[src/rtl/sevenseg_scan.sv]
// Time-multiplexed common-anode seven-segment driver with frame-synchronous double buffering.
// Optional leading-zero blanking is enabled by defining SEVENSEG_LZB_EN.
module sevenseg_scan #(
    parameter int N_DIGITS = 8,
    parameter int CLK_DIV  = 100000
) (
    input  logic                  clk,
    input  logic                  reset,
    input  logic [4*N_DIGITS-1:0] data,
    input  logic                  load,
    input  logic [N_DIGITS-1:0]   dp,
    input  logic [N_DIGITS-1:0]   enable,
    output logic [6:0]            seg,
    output logic                  dp_n,
    output logic [N_DIGITS-1:0]   an,
    output logic                  frame
);

    localparam int IDX_W = (N_DIGITS > 1) ? $clog2(N_DIGITS) : 1;
    localparam int PRE_W = $clog2(CLK_DIV);
    localparam logic [PRE_W-1:0] PRE_LAST = PRE_W'(CLK_DIV - 1);
    localparam logic [IDX_W-1:0] IDX_LAST = IDX_W'(N_DIGITS - 1);

    logic [PRE_W-1:0]      pre_q, pre_d;
    logic [IDX_W-1:0]      idx_q, idx_d;
    logic [4*N_DIGITS-1:0] shadow_q, shadow_d;
    logic [4*N_DIGITS-1:0] pending_q, pending_d;
    logic                  pend_flag_q, pend_flag_d;
    logic [6:0]            seg_q, seg_d;
    logic                  dp_n_q, dp_n_d;
    logic [N_DIGITS-1:0]   an_q, an_d;
    logic                  frame_q, frame_d;

    logic       tick;
    logic       boundary;
    logic [3:0] nib;
    logic       blank;

    function automatic logic [6:0] hex_to_seg(input logic [3:0] h);
        case (h)
            4'h0:    hex_to_seg = 7'h01;
            4'h1:    hex_to_seg = 7'h4F;
            4'h2:    hex_to_seg = 7'h12;
            4'h3:    hex_to_seg = 7'h06;
            4'h4:    hex_to_seg = 7'h4C;
            4'h5:    hex_to_seg = 7'h24;
            4'h6:    hex_to_seg = 7'h20;
            4'h7:    hex_to_seg = 7'h0F;
            4'h8:    hex_to_seg = 7'h00;
            4'h9:    hex_to_seg = 7'h0C;
            4'hA:    hex_to_seg = 7'h08;
            4'hB:    hex_to_seg = 7'h60;
            4'hC:    hex_to_seg = 7'h72;
            4'hD:    hex_to_seg = 7'h42;
            4'hE:    hex_to_seg = 7'h30;
            default: hex_to_seg = 7'h38;
        endcase
    endfunction

    assign tick     = (pre_q == PRE_LAST);
    assign boundary = tick && (idx_q == IDX_LAST);

    always_comb begin
        pre_d = tick ? '0 : pre_q + PRE_W'(1);
        idx_d = idx_q;
        if (tick) begin
            idx_d = (idx_q == IDX_LAST) ? '0 : idx_q + IDX_W'(1);
        end
    end

    // A load landing on the boundary goes straight to shadow and supersedes any pending value.
    always_comb begin
        shadow_d    = shadow_q;
        pending_d   = pending_q;
        pend_flag_d = pend_flag_q;
        if (boundary) begin
            if (load) begin
                shadow_d = data;
            end else if (pend_flag_q) begin
                shadow_d = pending_q;
            end
            pend_flag_d = 1'b0;
        end else if (load) begin
            pending_d   = data;
            pend_flag_d = 1'b1;
        end
    end

    always_comb begin
        seg_d   = 7'h7F;
        dp_n_d  = 1'b1;
        an_d    = '1;
        frame_d = boundary;
        nib     = shadow_q[{idx_q, 2'b00} +: 4];
        blank   = 1'b0;
`ifdef SEVENSEG_LZB_EN
        blank   = (idx_q != '0) && ((shadow_q >> {idx_q, 2'b00}) == '0);
`endif
        if (enable[idx_q]) begin
            an_d   = ~(N_DIGITS'(1) << idx_q);
            seg_d  = blank ? 7'h7F : hex_to_seg(nib);
            dp_n_d = ~dp[idx_q];
        end
    end

    always_ff @(posedge clk) begin
        if (reset) begin
            pre_q       <= '0;
            idx_q       <= '0;
            shadow_q    <= '0;
            pending_q   <= '0;
            pend_flag_q <= 1'b0;
            seg_q       <= 7'h7F;
            dp_n_q      <= 1'b1;
            an_q        <= '1;
            frame_q     <= 1'b0;
        end else begin
            pre_q       <= pre_d;
            idx_q       <= idx_d;
            shadow_q    <= shadow_d;
            pending_q   <= pending_d;
            pend_flag_q <= pend_flag_d;
            seg_q       <= seg_d;
            dp_n_q      <= dp_n_d;
            an_q        <= an_d;
            frame_q     <= frame_d;
        end
    end

    assign seg   = seg_q;
    assign dp_n  = dp_n_q;
    assign an    = an_q;
    assign frame = frame_q;

endmodule

[config.mk]
export PLATFORM = sky130hd
export DESIGN_NAME = sevenseg_scan
export DESIGN_NICKNAME = d
export VERILOG_FILES = /design/src/rtl/sevenseg_scan.sv
export SDC_FILE = /design/constraint.sdc
export NUM_CORES = 1
export LEC_CHECK = 0
export ABC_CLOCK_PERIOD_IN_PS = 2700
export BUFFER_PORTS_ARGS = -buffer_cell sky130_fd_sc_hd__buf_4
export CAP_MARGIN = 10
export CELL_PAD_IN_SITES_DETAIL_PLACEMENT = 0
export CELL_PAD_IN_SITES_GLOBAL_PLACEMENT = 1
export CORE_ASPECT_RATIO = 1.4
export CORE_UTILIZATION = 40
export CTS_CLUSTER_DIAMETER = 40
export DETAILED_ROUTE_END_ITERATION = 8
export PLACE_DENSITY = 0.83
export SLEW_MARGIN = 20
export SYNTH_ARGS = -nofsm -noshare
export SYNTH_HDL_FRONTEND = slang
export SYNTH_SLANG_ARGS = --single-unit
[constraint.sdc]
create_clock -name clk -period 2.7 [get_ports clk]
set_input_delay 0.54 -clock clk [delete_from_list [all_inputs] [get_ports clk]]
set_output_delay 0.54 -clock clk [all_outputs]
set_load 0.005 [all_outputs]
Word-level counts from Yosys, hierarchy flattened
Memories as Yosys holds them, arrays and structs flattened. A register that Yosys moved wholly into a read port is not among the register bits.
Index checks and enable logic that the tools add are counted.
{"block": "word_totals", "register_bits": 95, "latchBits": 0, "ram_bits": 0, "mem_bits_ro": 112, "in_bits": 51, "word_cells": 34, "n_memories": 1}
{"memory": "(name not given)", "words": 16, "word_bits": 7, "read_ports": 1, "rd_clocked_by_memory_dff": 1, "write_ports": 0, "line": "40", "text": "case (h)"}
{"block": "op_classes", "add_sub_neg": 2, "mul": 0, "div_mod_pow": 0, "order_cmp": 1, "eq_ne": 2, "shift": 2, "n_mux": 7, "bitwise": 4, "n_reduce_logical": 7}
{"cell": "32-bit 2-to-1 mux", "n": 2}
{"cell": "32-bit by 6-bit indexed part select with 4-bit output", "n": 1}
{"cell": "17-bit by 1-bit adder with 17-bit output, second input constant", "n": 1}
{"cell": "17-bit == test, second input constant", "n": 1}
{"cell": "8-bit inverter", "n": 1}
{"cell": "1-bit by 3-bit left shift with 8-bit output, first input constant", "n": 1}
{"cell": "1-bit binary-select mux with 3-bit select", "n": 2}
{"cell": "2-bit OR reduction", "n": 3}
{"cell": "3-bit by 4-bit < comparator with 1-bit output, second input constant", "n": 1}
{"cell": "2-bit AND reduction", "n": 2}
{"cell": "3-bit by 1-bit adder with 3-bit output, second input constant", "n": 1}
{"cell": "3-bit == test, second input constant", "n": 1}
{"cell": "3-bit 2-to-1 mux", "n": 1}
{"cell": "1-bit inverter", "n": 3}
{"cell": "1-bit 2-to-1 mux", "n": 2}
{"cell": "2-bit nonzero test", "n": 1}
{"cell": "1-bit logical AND", "n": 1}

Logic depth before layout (Yosys ltp)
Gate-level depths: netlist (run 1).
{"block": "logic_depth", "ltp_word": 4, "depth_mapped": 9, "mapped_depth_nobuf": 8}

Worst setup path after synthesis (run 1)
OpenSTA, ideal clock, no wires.
{"block": "synth_path", "path_kind": "flip-flop to flip-flop", "start": "reg idx_q[1]", "end": "reg seg_q[3], in the netlist seg[3]", "setup_time_ns": 0.132, "t_arrival_ns": 2.269, "t_required_ns": 2.568, "path_slack_ns": 0.299, "path_stages_with_launch": 10, "n_path_buf": 2, "synth_period_minus_slack_ns": 2.401, "path_cell_list": "dfxtp_1 > clkbuf_1 > buf_2 > mux4_2 > mux2i_1 > ha_1 > inv_1 > nor2_1 > a211oi_1 > o31ai_1"}
{"block": "synth_between", "elab_chain_cells": 4, "word_cells_on_any_way": 5}
{"element": "start: declaration", "line": "25", "text": "logic [IDX_W-1:0] idx_q, idx_d;"}
{"element": "start signal: assignment", "line": "119", "text": "idx_q <= idx_d;"}
{"element": "parallel branches: the longest is 4 deep, another holds 32-bit by 6-bit indexed part select with 4-bit output"}
{"element": "end: declaration", "line": "29", "text": "logic [6:0] seg_q, seg_d;"}
Parallel ways; which one is timed is not known. The select of a mux whose other input is x is not followed.
A chain may end at the register's enable or synchronous reset.

Worst setup path after layout (run 1)
{"block": "layout_path", "start": "reg idx_q[0]", "end": "reg seg_q[3], in the netlist seg[3]"}
The elaborated chain is that of the path after synthesis.

==> impl_results.md, run 1 <==
- Clock sink count: 102
- Root Driver: clkbuf_16
- Clk slew on worst S/H paths: 0.07 ns
- Setup bufs post-CTS: 0
- Min-Delay Path Depth: 3
- Final Net Count: 615
- Boundary Pins: 68
- Max clock buf depth: 2
- YS warnings: 0
- Number of gates resized after CTS: 0
- Clk Latency, worst-skew pair: 0.35 ns
- RSZ-0062 raised after global routing: no
- Comb power frac: 7.5%
- CP Data Arrival Time: 2.65 ns
- Sw Share: 22.2%
- Worst setup path category: flop to flop
- Post-DP Area: 0.00535 sq mm
- Row Count: 46
- Seq pwr share: 50.6%
- R2r startpoint: idx_q[0]$_SDFFE_PP0N_
- Fill cell count: 1,079
- Dpl hpwl: 7.18 mm
- Max Cap Viol: 0
- Max frequency: 0.411 GHz
- Tcrit/Tclk final: 90.1%
- Hold_sp: data[0]
- Die Ht: 131 um
- Cell count after synthesis: 496
- Initial antenna violation count: 0
- CP max FO: 5
- Clock power frac: 41.9%
- Finished Cell Area: 0.00564 sq mm
- Slew @ Worst Pin: 0.549 ns
- Reg2Reg Depth: 8
- Area Overhead vs Synth: 19.2%
- Vias in the first global route: 3,441
- Antenna cells: 0
- Register Area: 0.00204 sq mm
- Yosys cell types: 46
- First-pass GRT wire length: 16.7 mm
- GRT overflow: 0
- Final WL: 10.1 mm
- Setup violators final: 0
- Layout cells sized above 1: 24.9%
- Final Wtd Congestion: 0.761
- Min cycle time layout: 2.43 ns
- Multi-input logic area: 0.00250 sq mm
- Initial core utilization: 41.3%
- CP Capture Type: flop
- Post-route antenna net violation count: 0
- DRC Markers: 0
- Avg Vias per Cell: 5.15
- Num CTS Buffers: 9
- Power per cell area: 547 mW/mm^2
- Status: completed
- Leak pwr: 0.00216 uW
- Syn Nets: 561
- Port-buffer cells: 67
- Core Area: 0.0115 sq mm
- Pint: 2400 uW
- Slew headroom: 63.4%
- Hold Vio Cnt, Final: 0
- Commonest non-fill, non-tap cell in the layout: dfxtp_1
- Tot GR Track Use: 17.5%
- Die extent in x: 93.9 um
- Core Util, Final: 49.2%
- Crit path launch: idx_q[0]$_SDFFE_PP0N_
- DRT iter0 DRCs: 187
- Register area share after synthesis: 43.2%
- Worst Hold Class: input port to flop
- Worst vdd ir: 0.256 mV
- Critical Path RT: 2.92 ns
- H-tree Lvls: 3
- First-pass detailed-route iteration total: 4
- Via count: 3,598
- CTS tree: yes
- # hold bufs at CTS: 0
- Largest net degree at the start of global routing: 65
- Most frequent cells in the layout: dfxtp_1, nand2_1, buf_4, nor2_1, mux2i_1
- Final slew viol count: 0
- Area of the mapped netlist: 0.00473 sq mm
- Fin Clk Skew: 0.00728 ns
- Post-Route Setup TNS: 0 ns
- Pwr Total: 3080 uW
- Die Area: 0.0123 sq mm
- Syn avg cell area: 9.54 sq um
- Flops & latches, synth: 102
- Avg WL per Cell: 14.5 um
- NetSw: 685 uW
- Critical Path Source Type: flop
## worst max-delay path: stages (launching register included)
cell      delay, ns
dfxtp_1        0.47
buf_4          0.21
mux4_2         0.50
mux2i_1        0.30
ha_1           0.31
inv_1          0.12
nor2_1         0.06
a211oi_1       0.23
o31ai_1        0.10
## per-stage QoR
step	std cells	hold slack (ns)	setup slack (ns)
6_report	699	0.444	0.267
4_1_cts	699	0.438	0.241
3_5_place_dp	683	0.446	0.280
3_3_place_gp	683	0.440	0.312
5_1_grt	699	0.442	0.0657
2_1_floorplan	496	0.430	0.299
## final timing paths
path	endpoint	slack, ns
setup / recovery	seg[3]$_SDFF_PP1_	0.27
hold / removal	pending_q[0]$_SDFFE_PP0P_	0.44
setup reg to reg	seg[3]$_SDFF_PP1_	0.27
hold reg to reg	pending_q[14]$_SDFFE_PP0P_	0.45
## cell type report
class | count | area share, %
clock buffer | 13 | 4.44
clock inverter | 3 | 0.777
inverter | 8 | 0.533
multi-input combinational | 353 | 44.3
sequential | 102 | 36.2
tap | 144 | 3.20
timing repair buffer | 76 | 10.6
## routing by layer
metal | part of all wire (%) | vias up | GRT usage [%]
met4 | 2.1 | 0 | 6.88
met1 | 44 | 1676 | 21.8
met3 | 3.6 | 19 | 3.70
li1 | - | 1837 | -
met2 | 50 | 66 | 29.7
met5 | 0 | - | 0
## synth_stat cells, drive strengths merged
cell type	number	share of area (%)
o31ai	2	0.42
and4bb	1	0.26
a211oi	38	9.0
or2	1	0.13
ha	14	3.7
and2	1	0.13
nor4	2	0.58
nor4b	1	0.32
nor2	63	5.1
o311ai	3	0.56
mux2	2	0.48
dfxtp	102	43
xor2	8	1.5
a22oi	2	0.32
o21ai	3	0.32
clkbuf	17	1.3
o221ai	1	0.19
nand2	85	6.7
o31a	1	0.19
and3	6	0.79
mux2i	40	8.5
nor3	3	0.32
a22o	2	0.37
nand3	9	1.1
o211ai	2	0.32
a31oi	1	0.13
o21a	1	0.16
a21oi	35	3.7
nor2b	2	0.26
nand4	4	0.53
inv	8	0.63
mux4	10	4.8
xnor2	7	1.3
nor3b	2	0.32
and4	1	0.19
buf	16	2.3
## power by group through the flow
stage | combinational [uW] | sequential (uW) | clock [uW]
global route | 254 | 1560 | 1390
CTS | 235 | 1560 | 1320
global placement | 232 | 1590 | 0
finish | 231 | 1560 | 1290
detailed placement | 234 | 1590 | 0
floorplan | 128 | 1590 | 0
## kinds of logic after synthesis
logic type                 Yosys count  share of synthesized area, %
xor gates and xnor gates            15                          2.78
AOI/OAI and AO/OA                   91                          15.7
and+or+nand+nor                    181                          16.7
adders and majority gates           14                          3.70
muxes                               52                          13.8
DFF                                102                          43.2
buffers and inverters               41                          4.26
## sequential cells by signal (all words and copies together), names as in the netlist, 3 cells and up
signal / cells
shadow_q: 32
idx_q: 3
pre_q: 17
seg: 7
pending_q: 32
an: 8
Power figures use the tool's default switching activity.
==> run 2: changes to the inputs <==
--- a/config.mk
+++ b/config.mk
@@ -5,6 +5,7 @@
 export SDC_FILE = /design/constraint.sdc
 export NUM_CORES = 1
 export LEC_CHECK = 0
+export ABC_AREA = 1
 export ABC_CLOCK_PERIOD_IN_PS = 2700
 export BUFFER_PORTS_ARGS = -buffer_cell sky130_fd_sc_hd__buf_4
 export CAP_MARGIN = 10
==> run 2 against run 1 <==
Compared with the run above: flip-flop and latch count unchanged; critical endpoint unchanged; clock-buffer cell count shrank 3; combinational power is 20% higher; worst setup slack gained 0.30 ns.
==> impl_results.md, run 2 <==
- Syn Nets: 883 (+57%)
- Critical path's top delay family: simple AND/OR/NAND/NOR gates
- Multiplexer share of the synthesized area: 5.80% (-8.0 points)
- Layout cells sized above 1: 13.4% (-11 points)
- Critical Path RT: 2.94 ns (+0.02 ns)
- CP Data Arrival Time: 2.36 ns (-0.29 ns)
- Root Driver: clkbuf_16
- Pint: 2310 uW (-3.5%)
- RSZ-0062 raised after global routing: no
- Tcrit/Tclk final: 78.8% (-11 points)
- Seq pwr share: 51.2% (+0.6 points)
- Register area share after synthesis: 36.9% (-6.2 points)
- Die Area: 0.0143 sq mm (+16%)
- First-pass detailed-route iteration total: 4 (unchanged)
- Leak pwr: 0.00308 uW (+43%)
- Vias in the first global route: 4,519 (+31%)
- Hold WS: 0.392 ns (-0.0527 ns)
- Post-synth top cells: nand2_1, inv_1, dfxtp_1, nor2_1, nand3_1
- Final WL: 12.4 mm (+22%)
- Antenna cells: 0 (unchanged)
- Slew headroom: 56.0% (-7.4 points)
- Avg Vias per Cell: 4.65 (-9.6%)
- Worst setup path category: flop to flop
- Max frequency: 0.470 GHz (+14%)
- Post-synth EDFFs: 0 (unchanged)
- Number of gates resized after CTS: 0 (unchanged)
- Worst Hold Class: input port to flop
- Hold Vio Cnt, Final: 0 (unchanged)
- Compound-Gate Fraction of Synth Area: 5.64% (-10 points)
- Worst Path Buf+Inv: 2 (unchanged)
- Die Ht: 141 um (+7.9%)
- Slowest CP cell: dfxtp_1
- Area Overhead vs Synth: 15.6%
- Min cycle time layout: 2.13 ns (-0.304 ns)
- Max incr delay on CP: 0.52 ns (+0.02 ns)
- Post-DP Area: 0.00611 sq mm (+14%)
- NetSw: 750 uW (+9.4%)
- Setup bufs post-CTS: 0 (unchanged)
- Simple-Gate Fraction of Synth Area: 34.2% (+17 points)
- Finished Cell Area: 0.00639 sq mm (+13%)
- Area of the mapped netlist: 0.00553 sq mm (+17%)
- CTS tree: yes
- Initial antenna violation count: 0 (unchanged)
- CP Capture Type: flop
- Fin Clk Skew: 0.00537 ns (-0.00191 ns)
- CP cell instances: buf_4 > nand2_1 > nand3_1 > nand3_1 > nand2_1 > inv_1 > ha_1 > nand3_1 > nand2_1 > nand2_1 > nand3_1
- DRT iter0 DRCs: 247 (+32%)
- Core Area: 0.0135 sq mm (+17%)
- Top Registers: pending_q x32, shadow_q x32, pre_q x17
- Flops & latches, synth: 102 (unchanged)
- Clock sink count: 102 (unchanged)
- Clk Latency, worst-skew pair: 0.35 ns (about the same)
- Async SR Flop Fraction: 0% (unchanged)
- Commonest non-fill, non-tap cell in the layout: nand2_1
- Avg WL per Cell: 11.8 um (-18%)
- Most frequent cells in the layout: nand2_1, inv_1, dfxtp_1, nor2_1, nand3_1
- Top-count cell post-synth: nand2_1
- Comb power frac: 9.0% (+1.5 points)
- YS warnings: 0 (unchanged)
- Num CTS Buffers: 9 (unchanged)
- Status: completed
- Post-Route Setup TNS: 0 ns (unchanged)
- Synth Area in XOR/XNOR: 0.951% (-1.8 points)
- # hold bufs at CTS: 0 (unchanged)
- Final Wtd Congestion: 0.829 (+9.0%)
- Port-buffer cells: 67 (unchanged)
- Via count: 4,869 (+35%)
- Setup violators final: 0 (unchanged)
- First-pass GRT wire length: 21.3 mm (+28%)
- Syn avg cell area: 6.76 sq um (-29%)
- CP max FO: 23 (+18)
- Boundary Pins: 68 (unchanged)
- Max Cap Viol: 0 (unchanged)
- Cell count after synthesis: 818 (+65%)
- Max clock buf depth: 2 (unchanged)
- GRT overflow: 0 (unchanged)
- Main synth FF type: dfxtp_1
- Slew @ Worst Pin: 0.661 ns (+0.111 ns)
- DP Worst Slack: 0.596 ns (+0.316 ns)
- Top-area cell type share of the netlist area: 36.9% (-6.2 points)
- Final slew viol count: 0 (unchanged)
- Die extent in x: 101 um (+7.9%)
- Post-route antenna net violation count: 0 (unchanged)
- Largest net degree at the start of global routing: 67 (+3.1%)
- Critical Path Source Type: flop
- DRC Markers: 0 (unchanged)
- Synth area leaders: dfxtp_1, nand2_1, inv_1, nand3_1, nor2_1
- Register-to-Register Setup Slack: 0.57 ns (+0.30 ns)
- Clk slew on worst S/H paths: 0.07 ns (about the same)
- Power per cell area: 479 mW/mm^2 (-12%)
- Row Count: 50 (+8.7%)
- Tot GR Track Use: 18.7% (+1.2 points)
- Final Net Count: 924 (+50%)
- Worst vdd ir: 0.274 mV (+6.9%)
- Clock power frac: 39.8% (-2.1 points)
- Sw Share: 24.5% (+2.3 points)
- Synth Area in Adders: 3.17% (-0.53 points)
- H-tree Lvls: 3 (unchanged)
- Initial core utilization: 41.1% (-0.23 points)
- Synth area leader: dfxtp_1
- Yosys cell types: 32 (-30%)
- Setup slack after layout: 0.571 ns (+0.304 ns)
- Main combinational cell family by area after synthesis: simple AND/OR/NAND/NOR gates
- Dpl hpwl: 8.76 mm (+22%)
- Core Util, Final: 47.5% (-1.7 points)
==> run 2: cell count changes after synthesis, moves of 8 or more <==
cell	before	now
a211oi_2	28	1
buf_2	8	16
nor2_1	62	99
nand3_1	8	84
inv_1	7	118
mux4_2	10	0
nand4_1	4	37
nand2_1	85	190
a211oi_1	10	0
buf_1	1	13
clkbuf_1	17	8
==> run 2: logic make-up after synthesis <==
| kind of cell | Yosys count |
|---|---|
| buf+inv | 175 |
| fa+ha+maj | 14 |
| flops | 102 |
| compound gates | 57 |
| simple gates | 432 |
| mux | 32 |
| xor+xnor | 6 |
==> run 2: power groups by stage <==
stage	registers, uW	clock network (uW)	logic (uW)
4_1_cts	1570	1260	281
6_report	1570	1220	277
3_5_place_dp	1600	0	281
3_3_place_gp	1600	0	279
2_1_floorplan	1600	0	170
5_1_grt	1570	1320	315
==> run 2: through the flow <==
step	instances	total power (uW)
3_5_place_dp	1030	1880
5_1_grt	1046	3200
6_report	1046	3060
4_1_cts	1046	3110
2_1_floorplan	818	1770
3_3_place_gp	1030	1880
==> run 2: cell type report <==
cell class	instances	area, sq um
clock buffers	10	229
clock inverters	6	46.3
fillers	1418	7060
inverters	125	469
multi-input cells	541	2750
flip-flops and latches	102	2040
well taps	182	228
repair buffers	80	626
==> run 2: path summary, 6_finish.rpt <==
| check | endpoint | startpoint | depth (start not counted) |
|---|---|---|---|
| worst max-delay path | seg[3]$_SDFF_PP1_ | idx_q[0]$_SDFFE_PP0N_ | 11 |
| worst max register to register | seg[3]$_SDFF_PP1_ | idx_q[0]$_SDFFE_PP0N_ | 11 |
| worst min register to register | pre_q[0]$_SDFF_PP0_ | pre_q[0]$_SDFF_PP0_ | 1 |
| worst min-delay path | idx_q[2]$_SDFFE_PP0N_ | reset | 2 |
==> run 2: layer usage <==
metal,GRT usage (%),up-vias,part of all wire [%]
met5,0,-,0
met3,1.88,15,2.3
met2,31.4,67,47
li1,-,2655,-
met4,7.93,0,2.0
met1,24.2,2132,48
==> run 2: worst reg2reg max path, cell delays in order (launching register included) <==
cell	delay [ns]
dfxtp_1	0.52
buf_4	0.32
nand2_1	0.09
nand3_1	0.11
nand3_1	0.08
nand2_1	0.23
inv_1	0.17
ha_1	0.21
nand3_1	0.10
nand2_1	0.07
nand2_1	0.05
nand3_1	0.06
